==> src/rtl/shift_pkg.sv <==
// Shared widths and data word type for the left-shift datapath stage.
package shift_pkg;
  localparam int DATA_W  = 32;
  localparam int SHAMT_W = $clog2(DATA_W);

  typedef logic [DATA_W-1:0] word_t;
endpackage

==> src/rtl/shl_barrel.sv <==
// Combinational log2(WIDTH)-stage left barrel shifter with carry of the last bit shifted out.
// Latency: 0 (pure combinational). Backpressure: none.
module shl_barrel
  import shift_pkg::*;
#(
  parameter int WIDTH   = DATA_W,
  parameter int SHAMT_W = $clog2(WIDTH)
) (
  input  logic [WIDTH-1:0]   data,
  input  logic [SHAMT_W-1:0] amt,
  output logic [WIDTH-1:0]   shifted,
  output logic               carry
);

  // One extra bit above the word catches data[WIDTH-amt] as the last bit out.
  logic [WIDTH:0] ext;

  always_comb begin
    ext = {1'b0, data};
    for (int i = 0; i < SHAMT_W; i++) begin
      if (amt[i]) ext = ext << (1 << i);
    end
    shifted = ext[WIDTH-1:0];
    carry   = ext[WIDTH];
  end

endmodule

==> src/rtl/shift_left_unit.sv <==
// Registered logical left shifter; oversize amounts zero the result. Optional overflow via SHIFT_LEFT_OVF_EN.
// Latency: 1 cycle, full throughput. Backpressure: none; outputs hold when in_valid=0.
module shift_left_unit
  import shift_pkg::*;
#(
  parameter int WIDTH = DATA_W
) (
  input  logic             clock,
  input  logic             clear,
  input  logic             in_valid,
  input  logic [WIDTH-1:0] data_in,
  input  logic [WIDTH-1:0] shift_amount,
  output logic [WIDTH-1:0] data_out,
  output logic             carry_out,
  output logic             out_valid
`ifdef SHIFT_LEFT_OVF_EN
  ,
  output logic             overflow
`endif
);

  localparam int SW = $clog2(WIDTH);

  logic [SW-1:0]    amt_lo;
  logic             oversize;
  logic             amt_is_width;
  logic [WIDTH-1:0] barrel_dat;
  logic             barrel_carry;
  logic [WIDTH-1:0] res_dat;
  logic             res_carry;

  assign amt_lo       = shift_amount[SW-1:0];
  assign oversize     = |shift_amount[WIDTH-1:SW];
  assign amt_is_width = (shift_amount == WIDTH'(WIDTH));

  shl_barrel #(
    .WIDTH   (WIDTH),
    .SHAMT_W (SW)
  ) u_barrel (
    .data    (data_in),
    .amt     (amt_lo),
    .shifted (barrel_dat),
    .carry   (barrel_carry)
  );

  // amt == WIDTH is oversize but still pushes data_in[0] out as the carry.
  assign res_dat   = oversize ? '0 : barrel_dat;
  assign res_carry = amt_is_width ? data_in[0] : (oversize ? 1'b0 : barrel_carry);

  always_ff @(posedge clock) begin
    if (clear) begin
      data_out  <= '0;
      carry_out <= 1'b0;
      out_valid <= 1'b0;
    end else begin
      out_valid <= in_valid;
      if (in_valid) begin
        data_out  <= res_dat;
        carry_out <= res_carry;
      end
    end
  end

`ifdef SHIFT_LEFT_OVF_EN
  logic res_ovf;

  // Signed value survives iff shifting back arithmetically restores the operand.
  always_comb begin
    if (oversize) res_ovf = |data_in;
    else          res_ovf = (WIDTH'($signed(barrel_dat) >>> amt_lo) != data_in);
  end

  always_ff @(posedge clock) begin
    if (clear)         overflow <= 1'b0;
    else if (in_valid) overflow <= res_ovf;
  end
`endif

endmodule

==> config.mk <==
export PLATFORM = sky130hd
export DESIGN_NAME = shift_left_unit
export DESIGN_NICKNAME = d
export VERILOG_FILES = /design/src/rtl/shift_pkg.sv /design/src/rtl/shl_barrel.sv /design/src/rtl/shift_left_unit.sv
export SDC_FILE = /design/constraint.sdc
export NUM_CORES = 1
export LEC_CHECK = 0
export CORE_AREA = 8 8 94 96
export DETAILED_ROUTE_END_ITERATION = 8
export DIE_AREA = 0 0 102 104
export PLACE_DENSITY = 0.77
export SYNTH_ARGS = -nofsm -noshare
export SYNTH_HDL_FRONTEND = slang
export SYNTH_SLANG_ARGS = --single-unit
==> constraint.sdc <==
create_clock -name clock -period 1.95 [get_ports clock]
set_clock_uncertainty 0.2 [all_clocks]
set_input_delay 0.2925 -clock clock [delete_from_list [all_inputs] [get_ports clock]]
set_output_delay 0.2925 -clock clock [all_outputs]
set_load 0.005 [all_outputs]
# Yosys cells after proc, flatten, opt, wreduce, memory -nomap -nowiden

Index checks and enable logic that the tools add are counted.

Memory bits (read-only): 0
RAM bits: 0
Bits in registers: 34
Output and inout port bits: 34
Input bits: 67
Memories: 0
Latch bits: 0

Equality and inequality tests: 1
Add/sub/neg operators: 0
Reduce and logical (&&, ||, !) cells: 1
Divide/modulo/power cells: 0
Bitwise operators: 0
$mul: 0
$lt $le $gt $ge: 0
Multiplexer cells: 8
Shifts and indexed selects: 0

Operators with widths:

| operator              | number |
|---|---|
| $mux W33              | 5 |
| $eq A32 B6 Y1 const B | 1 |
| $mux W32              | 1 |
| $reduce_or A27 Y1     | 1 |
| $mux W1               | 2 |

# Depth between registers and ports, before layout

Gate-level depths: netlist of the first run.

Depth in word-level cells: 7
Mapped depth: 8
Gate-level depth less buffers: 5

# Hierarchy

Synthesis of the first run repeated with hierarchy kept, for this count alone.

Cells, all modules: 379
Area, all modules: 3822.4 µm²

Modules (own cells, without submodules):

| module          | area an instance (µm²) | cells each | times used | seq. area each (µm²) |
|---|---|---|---|---|
| shl_barrel      | 2003.2                 | 211        | 1          | 0.0 |
| shift_left_unit | 1819.2                 | 168        | 1          | 680.7 |

# Worst setup path after synthesis of the first run

No wires, ideal clock.

Kind: input to register
From: in shift_amount[0]
To: reg data_out[24]
Setup time: 0.115 ns
Arrival time: 1.750 ns
Stages on the path: 6
Setup slack: -0.116 ns
Cells stage by stage: buf_6 buf_8 mux4_2 a2111oi_0 a31oi_1 a31o_1

Word-level cells in the longest chain between the ends: 6

RTL lines:

| what                  | RTL line              | text |
|---|---|---|
| start, declared       | shift_left_unit.sv:12 | `input logic [WIDTH-1:0] shift_amount,` |
| $mux W33 (5 in a row) | shl_barrel.sv:21      | `if (amt[i]) ext = ext << (1 << i);` |
| $mux W32              | shift_left_unit.sv:47 | `assign res_dat = oversize ? '0 : barrel_dat;` |
| end signal, assigned  | shift_left_unit.sv:58 | `data_out <= res_dat;` |
| end, declared         | shift_left_unit.sv:13 | `output logic [WIDTH-1:0] data_out,` |

Every way passes these cells.
A chain may end at the register's enable or synchronous reset.

# Worst setup path in the final report of the first run

From: in data_in[29]
To: reg data_out[30]

Word-level cells in the longest chain between the ends: 6

RTL lines:

| what                  | RTL line              | text |
|---|---|---|
| start, declared       | shift_left_unit.sv:11 | `input logic [WIDTH-1:0] data_in,` |
| $mux W33 (5 in a row) | shl_barrel.sv:21      |  |
| $mux W32              | shift_left_unit.sv:47 |  |

Every way passes these cells.

==> results_dict.tcl, run 1 <==
set metrics [dict create \
    setup_ws_ns 0.000644 \
    synth-edff-count 0 \
    period_share_pct 100 \
    hold_path_class "flip-flop to flip-flop" \
    fp.dieW_um 102 \
    ys_seq_area_share_pct 21.9 \
    reg2reg_depth 2 \
    drive_gt1_share_pct 38.6 \
    place_ws_ns -0.548 \
    yosys_warnings 0 \
    fin_nets 567 \
    area_growth_pct 64.9 \
    p_leak_nw 2.11 \
    vias 3567 \
    start_util_pct 41.7 \
    cts_buffers 5 \
    rows 32 \
    power_per_cell_area_nw_per_um2 437 \
    root_buffer "clkbuf_8" \
    max_freq_mhz 513 \
    clkSinkCount 34 \
    clock_path_buffers 2 \
    drt-total-wl_mm 12.3 \
    antenna_found_initial 1 \
    drc 0 \
    clk_pin_slew_ns 0.07 \
    syn_area_um2 3110 \
    clkLatencyLatePin_ns 0.29 \
    crit_required_ns 1.92 \
    power_mw 2.24 \
    async_flop_share_pct 0 \
    cp-end-kind "flip-flop" \
    place.detailed.hpwl_mm 9.88 \
    fin_crit_ns 1.95 \
    seqCellArea_um2 681 \
    ioPinCount 101 \
    tightestPinTransition_ns 0.360 \
    avgRoutedWirePerCell_um 20.5 \
    vias_per_cell 5.92 \
    drv_cap 0 \
    firstDrtPassIters 5 \
    drtAntennaViolNets 0 \
    crit_fanout 2 \
    grt_max_degree 23 \
    dieArea_um2 10600 \
    nFillCells 585 \
    cpPeakStageDelay_ns 0.48 \
    drt_iter0_markers 217 \
    grt_pass1_vias 3666 \
    fp.dieH_um 104 \
    slew_headroom_pct 75.3 \
    synthCells 327 \
    port_buffers 100 \
    grt_remaining_overflow 0 \
    crit_type "input port to flip-flop" \
    core_um2 7450 \
    grt_pass1_wl_mm 19.0 \
    cp.arrival_ns 1.92 \
    avgSynthCellArea_um2 9.50 \
    start_kind "input port" \
    grt_usage_pct 22.4 \
    multi_input_area_um2 2430 \
    slew_viol_final 0 \
    h-tree-depth 2 \
    gp_congestion 0.952 \
    synth.distinct_cells 48 \
    path_cells "clkdlybuf4s50_1, buf_4, mux4_2, mux4_2, inv_2, o21ai_0" \
    tritoncts "done" \
    syn_nets 394 \
    hold_viol_final 0 \
    hold_buffers 0 \
    synth-seq-cells 34 \
    ys.flop_type "dfxtp_1" \
    cpMaxStageDelayCell "mux4_2" \
    outcome "completed" \
    ir_drop_mv 0.259 \
    path_common_cell "mux4_2" \
    hold_depth 2 \
    final-setup-viol-count 0 \
]
cell usage in the layout, fill, tap and decap left out, types with 3 or more instances in the layout:
master | netlist | layout
dfxtp_1 | 34 | 34
dlymetal6s2s_1 | 0 | 8
a31oi_1 | 4 | 4
o21ai_1 | 0 | 4
inv_1 | 6 | 3
nand4_1 | 3 | 3
buf_4 | 3 | 85
o21ai_0 | 14 | 10
mux2_2 | 7 | 6
buf_8 | 1 | 4
inv_2 | 0 | 3
and3_1 | 3 | 3
mux2i_1 | 23 | 18
nor2_2 | 0 | 4
a21oi_1 | 14 | 12
o211ai_1 | 3 | 3
mux4_2 | 34 | 35
dlygate4sd2_1 | 0 | 26
mux2i_2 | 0 | 3
clkbuf_8 | 0 | 6
clkbuf_2 | 0 | 10
clkdlybuf4s15_1 | 0 | 12
a22oi_1 | 10 | 10
clkdlybuf4s50_1 | 0 | 43
nor4_4 | 5 | 9
nor2_1 | 24 | 20
nand3_1 | 16 | 15
and2_1 | 5 | 4
a32oi_1 | 10 | 10
nand2_1 | 47 | 46
buf_6 | 1 | 6
flip-flops by register name, summed over array words and instances, names as in the netlist:
register and count:
carry_out 1, data_out 32, out_valid 1
final cells by class:
| type | count | share of cell area, % |
|---|---|---|
| inverter | 8 | 0.611 |
| timing repair buffer | 196 | 33.9 |
| sequential | 34 | 13.3 |
| antenna | 1 | 0.0489 |
| multi-input combinational | 255 | 47.5 |
| clock inverter | 1 | 0.586 |
| tap | 102 | 2.49 |
| clock buffer | 6 | 1.61 |
power breakdown:
part	switching, mW	internal, mW	leakage [nW]	total, mW
clock	0.251	0.409	0.0573	0.660
sequential	0.000234	0.695	0.274	0.695
combinational	0.429	0.452	1.78	0.881
cells in the mapped netlist (2+ instances only):
cell type / count / share of area (%)
a21oi_1: 14 / 2.3
a221oi_1: 2 / 0.56
a22oi_1: 10 / 2.4
a31oi_1: 4 / 0.81
a32oi_1: 10 / 2.8
and2_1: 5 / 1.0
and3_1: 3 / 0.60
buf_1: 2 / 0.24
buf_2: 9 / 1.5
buf_4: 3 / 0.73
clkbuf_1: 14 / 1.7
clkinv_1: 2 / 0.24
dfxtp_1: 34 / 22
inv_1: 6 / 0.73
mux2_2: 7 / 2.5
mux2i_1: 23 / 7.4
mux4_2: 34 / 25
nand2_1: 47 / 5.7
nand2b_1: 2 / 0.40
nand3_1: 16 / 2.6
nand4_1: 3 / 0.60
nor2_1: 24 / 2.9
nor2b_1: 3 / 0.60
nor4_1: 3 / 0.60
nor4_4: 5 / 3.4
o2111ai_1: 4 / 1.1
o211ai_1: 3 / 0.73
o21ai_0: 14 / 2.3
o31ai_1: 2 / 0.48
final timing paths:
check / startpoint / end / slack, ns
setup / recovery: data_in[29] / data_out[30] / 0.0006
hold / removal: data_out[12] / data_out[12] / 0.24
setup reg to reg: carry_out / carry_out / 0.95
hold reg to reg: data_out[12] / data_out[12] / 0.24
worst max-delay path, delay by kind of cell:
| family | cells | cell delay, ns |
|---|---|---|
| AOI/OAI and AO/OA | 1 | 0.06 |
| buffers and inverters | 3 | 0.63 |
| muxes | 2 | 0.93 |
metal layers:
layer,track usage (%),up-vias,part of all wire [%]
met3,5.35,37,9.6
met2,36.8,236,49
li1,-,1623,-
met1,26.7,1671,38
met4,10.2,0,3.1
met5,0,-,0
timing repair:
item	CTS	global route
pin swaps	22	14
endpoints found under the setup margin	33	32
resized for setup	92	52
cloned	1	0
setup buffers	4	0
logic make-up after synthesis:
kind of cell,count (synthesis),share of synthesized area [%]
flip-flops,34,21.9
AND/OR/NAND/NOR,117,20.5
multiplexers,65,35.5
buffers and inverters,38,5.92
AO/OA/AOI/OAI,73,16.2
metrics by stage:
step	area (µm²)	cells	setup TNS [ns]	hold slack (ns)	util, %
2_1_floorplan	3180	327	-0.0594	0.235	-
3_3_place_gp	4840	592	-14.82	0.232	65.0
3_5_place_dp	4840	592	-16.10	0.233	65.0
4_1_cts	5050	602	0	0.242	67.8
5_1_grt	5120	603	-0.0252	0.257	68.8
6_report	5120	603	0	0.240	68.8
Power figures use the tool's default switching activity.
==> run 2, diff against run 1 <==
Settings changed: SLEW_MARGIN set to 20.
==> results of run 2 <==
Final layout, timing and power as in run 1 (identical DEF).
